## src/rtl/serial_subtractor.sv

```systemverilog
// rtl/serial_subtractor.sv - bit-serial A - B - Bin subtractor, LSB first, one bit per clock.
// Three-state FSM (IDLE/RUN/DONE); results are registered and only updated on DONE entry.
module serial_subtractor #(
  parameter int WIDTH = 8
) (
  input  logic             clk,
  input  logic             rst_n,
  input  logic             start,
  input  logic [WIDTH-1:0] A,
  input  logic [WIDTH-1:0] B,
  input  logic             Bin,
  output logic             busy,
  output logic             done,
  output logic [WIDTH-1:0] Diff,
  output logic             Borrow,
  output logic             Overflow
);

  localparam logic [1:0] S_IDLE = 2'd0;
  localparam logic [1:0] S_RUN  = 2'd1;
  localparam logic [1:0] S_DONE = 2'd2;

  localparam int CW = (WIDTH > 1) ? $clog2(WIDTH) : 1;
  localparam logic [CW-1:0] CNT_LAST = CW'(WIDTH - 1);

  logic [1:0]       state_q, state_d;
  logic [CW-1:0]    cnt_q, cnt_d;
  logic [WIDTH-1:0] a_q, a_d;
  logic [WIDTH-1:0] b_q, b_d;
  logic [WIDTH-1:0] res_q, res_d;
  logic             br_q, br_d;
  logic             a_msb_q, a_msb_d;
  logic             b_msb_q, b_msb_d;
  logic [WIDTH-1:0] diff_q, diff_d;
  logic             borrow_q, borrow_d;
  logic             ovf_q, ovf_d;

  logic             bit_d;
  logic             br_nxt;
  logic [WIDTH-1:0] res_shift;

  always_comb begin
    bit_d     = a_q[0] ^ b_q[0] ^ br_q;
    br_nxt    = (~a_q[0] & b_q[0]) | (~(a_q[0] ^ b_q[0]) & br_q);
    res_shift = res_q >> 1;
    res_shift[WIDTH-1] = bit_d;

    state_d  = state_q;
    cnt_d    = cnt_q;
    a_d      = a_q;
    b_d      = b_q;
    res_d    = res_q;
    br_d     = br_q;
    a_msb_d  = a_msb_q;
    b_msb_d  = b_msb_q;
    diff_d   = diff_q;
    borrow_d = borrow_q;
    ovf_d    = ovf_q;

    case (state_q)
      S_IDLE: begin
        if (start) begin
          a_d     = A;
          b_d     = B;
          br_d    = Bin;
          a_msb_d = A[WIDTH-1];
          b_msb_d = B[WIDTH-1];
          cnt_d   = '0;
          res_d   = '0;
          state_d = S_RUN;
        end
      end
      S_RUN: begin
        a_d   = a_q >> 1;
        b_d   = b_q >> 1;
        br_d  = br_nxt;
        res_d = res_shift;
        cnt_d = cnt_q + 1'b1;
        if (cnt_q == CNT_LAST) begin
          // Sign bits were saved at capture because the shifters have consumed them by now.
          state_d  = S_DONE;
          cnt_d    = '0;
          diff_d   = res_shift;
          borrow_d = br_nxt;
          ovf_d    = (a_msb_q != b_msb_q) && (res_shift[WIDTH-1] != a_msb_q);
        end
      end
      S_DONE:  state_d = S_IDLE;
      default: state_d = S_IDLE;
    endcase
  end

  always_ff @(posedge clk or negedge rst_n) begin
    if (!rst_n) begin
      state_q  <= S_IDLE;
      cnt_q    <= '0;
      a_q      <= '0;
      b_q      <= '0;
      res_q    <= '0;
      br_q     <= 1'b0;
      a_msb_q  <= 1'b0;
      b_msb_q  <= 1'b0;
      diff_q   <= '0;
      borrow_q <= 1'b0;
      ovf_q    <= 1'b0;
    end else begin
      state_q  <= state_d;
      cnt_q    <= cnt_d;
      a_q      <= a_d;
      b_q      <= b_d;
      res_q    <= res_d;
      br_q     <= br_d;
      a_msb_q  <= a_msb_d;
      b_msb_q  <= b_msb_d;
      diff_q   <= diff_d;
      borrow_q <= borrow_d;
      ovf_q    <= ovf_d;
    end
  end

  assign busy     = (state_q != S_IDLE);
  assign done     = (state_q == S_DONE);
  assign Diff     = diff_q;
  assign Borrow   = borrow_q;
  assign Overflow = ovf_q;

endmodule

```

## config.mk

```make
export PLATFORM = sky130hd
export DESIGN_NAME = serial_subtractor
export DESIGN_NICKNAME = d
export VERILOG_FILES = /design/src/rtl/serial_subtractor.sv
export SDC_FILE = /design/constraint.sdc
export NUM_CORES = 1
export LEC_CHECK = 0
export BUFFER_PORTS_ARGS = -buffer_cell sky130_fd_sc_hd__buf_2
export CAP_MARGIN = 20
export CORE_MARGIN = 4
export CORE_UTILIZATION = 35
export CTS_BUF_LIST = sky130_fd_sc_hd__clkbuf_16
export DETAILED_ROUTE_END_ITERATION = 10
export SYNTH_ARGS = -nofsm -noshare
export SYNTH_HDL_FRONTEND = slang
export SYNTH_SLANG_ARGS = --single-unit
```

## constraint.sdc

```tcl
create_clock -name clk -period 1.4 [get_ports clk]
set_input_delay 0.28 -clock clk [delete_from_list [all_inputs] [get_ports clk]]
set_output_delay 0.28 -clock clk [all_outputs]
set_load 0.05 [all_outputs]
```

==> results.ini <==
[status]
status = finished, violations left
violations = negative setup slack

[synthesis]
ys_types = 21
syn_area_um2 = 1797
synth_fp_nets = 182
yosysWarnings = 0
seq_area_frac_synth_pct = 57.10
synthCells = 159
synthTopCellsByArea = dfrtp_1, a22o_1, nand2_1
synth_top_cell_by_area = dfrtp_1
synth-seq-cells = 41
synth_top_area_share_pct = 57.10
syn_area_per_cell_um2 = 11.30

[min_path]
hp-class = in2reg

[setup_path]
cp_num_buf_inv = 2
path_class = reg2out
critPathMaxStageDelay_ps = 400
startpoint_type = register
required_ps = 1120
critical_path.top_delay_family = flip-flops
crit_slowest_cell = dfrtp_1
cp-end-kind = output port
r2r_slack_ps = -40
worstPathMaxFanout = 6
crit_arrival_ps = 1200
cp_cell_sequence = buf_12 > or2_4 > buf_6

[power_and_ir_drop]
ir_drop_mv = 0.9424
p_per_area_nw_per_um2 = 2226
p_leak_nw = 1.249

[flow_run]
drv_cap = 0

[floorplanning]
start_util_pct = 37.06
core_um2 = 4848
fp.dieW_um = 79.65
rows = 25
die_y_um = 79.65
die_area_um2 = 6344
io_pins = 32

[final_layout]
final_common_cell = dfrtp_1
finalNetCount = 237
drive_above_1_share_pct = 38.50
n_antenna_cell = 0
area_growth_pct = 37.81
mostFrequentLayoutCells = dfrtp_1, buf_2, buf_4

[timing]
whs_ps = 241.8
worst_pin_slew_ps = 421.8
hold_viol_final = 0
setup_tns_ps = -386.2
worst_slack_ps = -79.12
fmax_mhz = 676.1
period_minus_slack_ps = 1479
rsz0062_at_grt = true
clock_skew_ps = 3.692
fin_crit_sh_pct = 105.7
finalSetupViolations = 10
drv_slew = 0
maxSlewHeadroom_pct = 71.88

[global_route]
antenna_found_initial = 0
track_usage_pct = 13.39
grt_max_degree = 24
grt_overflow = 0
grt_pass1_wl_um = 6589
grt_pass1_vias = 1404

[detailed_routing]
drc_errors = 0
num_vias = 1344
vias_per_cell = 4.800
antenna_left = 0
dr.pass1.iters = 4
drt-total-wl_um = 3926
wire_per_inst_um = 14.02
drt-initial-drc-count = 36

[clock_tree]
clockBufferDepth = 2
cts_buffers = 5
cts_max_level = 2
cts_root_buffer = clkbuf_16
clkSinkCount = 41
cts_tree = done
insertion_delay_ps = 270
path_clk_slew_ps = 60

[placed_design]
finalWeightedCongestion = 0.7617
portBuffers = 31
hpwlAfterDp_um = 2605

## report_power, final
| group | internal, mW | switching (mW) |
|---|---|---|
| logic | 1.19 | 1.28 |
| registers | 1.69 | 0.313 |
| clock network | 0.636 | 0.407 |
## worst paths after layout
path,endpoint,depth (start not counted),start
min in group asynchronous,cnt_q[2],2,rst_n
hold / removal,a_msb_q,2,A[7]
setup reg to reg,Diff[4],5,cnt_q[1]
setup / recovery,busy,3,state_q[0]
max in group asynchronous,state_q[1],3,rst_n
hold reg to reg,Overflow,2,Overflow
## cell type report
| cell class | instances | area (µm²) |
|---|---|---|
| fillers | 426 | 2372 |
| flip-flops and latches | 41 | 1027 |
| multi-input cells | 103 | 764.5 |
| repair buffers | 59 | 455.4 |
| clock buffers | 5 | 125.1 |
| well taps | 67 | 83.83 |
| inverters | 4 | 15.01 |
| clock inverters | 1 | 5.005 |
## synthesized netlist by cell type
| cell type | instances |
|---|---|
| a22oi_1 | 7 |
| nand3b_1 | 1 |
| nor2_1 | 2 |
| buf_4 | 2 |
| a22o_1 | 9 |
| mux2_1 | 5 |
| or2_2 | 1 |
| nor2b_1 | 8 |
| mux2_4 | 5 |
| o21ai_0 | 9 |
| o21ai_1 | 11 |
| fa_1 | 1 |
| inv_1 | 4 |
| nand2_1 | 21 |
| buf_2 | 6 |
| a21oi_1 | 12 |
| clkbuf_1 | 3 |
| o21bai_2 | 1 |
| and3b_1 | 8 |
| dfrtp_1 | 41 |
| ha_1 | 2 |
## cells by family (layout without fill, tap and decap cells)
| group | count (synthesis) | count (layout) | share of synthesized area (%) |
|---|---|---|---|
| fa+ha+maj | 3 | 3 | 2.507 |
| mux | 10 | 10 | 7.312 |
| simple gates | 41 | 41 | 12.26 |
| buf+inv | 15 | 69 | 3.969 |
| flops | 41 | 41 | 57.10 |
| compound gates | 49 | 49 | 16.85 |
## sequential cells by signal (all words and copies together), names as in the netlist
register and flops:
state_q 2, res_q 7, b_q 8, Diff 8
Overflow 1, Borrow 1, a_msb_q 1, b_msb_q 1
br_q 1, cnt_q 3, a_q 8
## stage by stage
stage	cells	area (µm²)	total power [mW]	setup slack, ps	utilization [%]
finish	280	2476	5.513	-79.12	51.07
global route	280	2476	5.895	-107.0	51.07
CTS	280	2455	5.529	-82.00	50.63
detailed placement	263	2182	4.162	-56.71	45.01
global placement	263	2182	4.098	-7.607	45.01
floorplan	159	1826	3.525	-45.94	-
## layer usage
layer  GRT usage [%]  up-vias  part of all wire [%]
met5               0        -                     0
met4           3.608        0                  0.59
met3           3.837        6                   5.4
met2           21.54       36                    47
met1           17.61      636                    47
li1                -      666                     -
## timing repair
action,4_1_cts,5_1_grt
hold buffers,1,0
setup endpoints to repair,11,35
endpoints found under the hold margin,15,0
pin swaps,2,1
setup buffers,9,0
gates cloned,1,0
gates resized for setup,10,5
No activity file was read; power rests on OpenSTA's default activity.
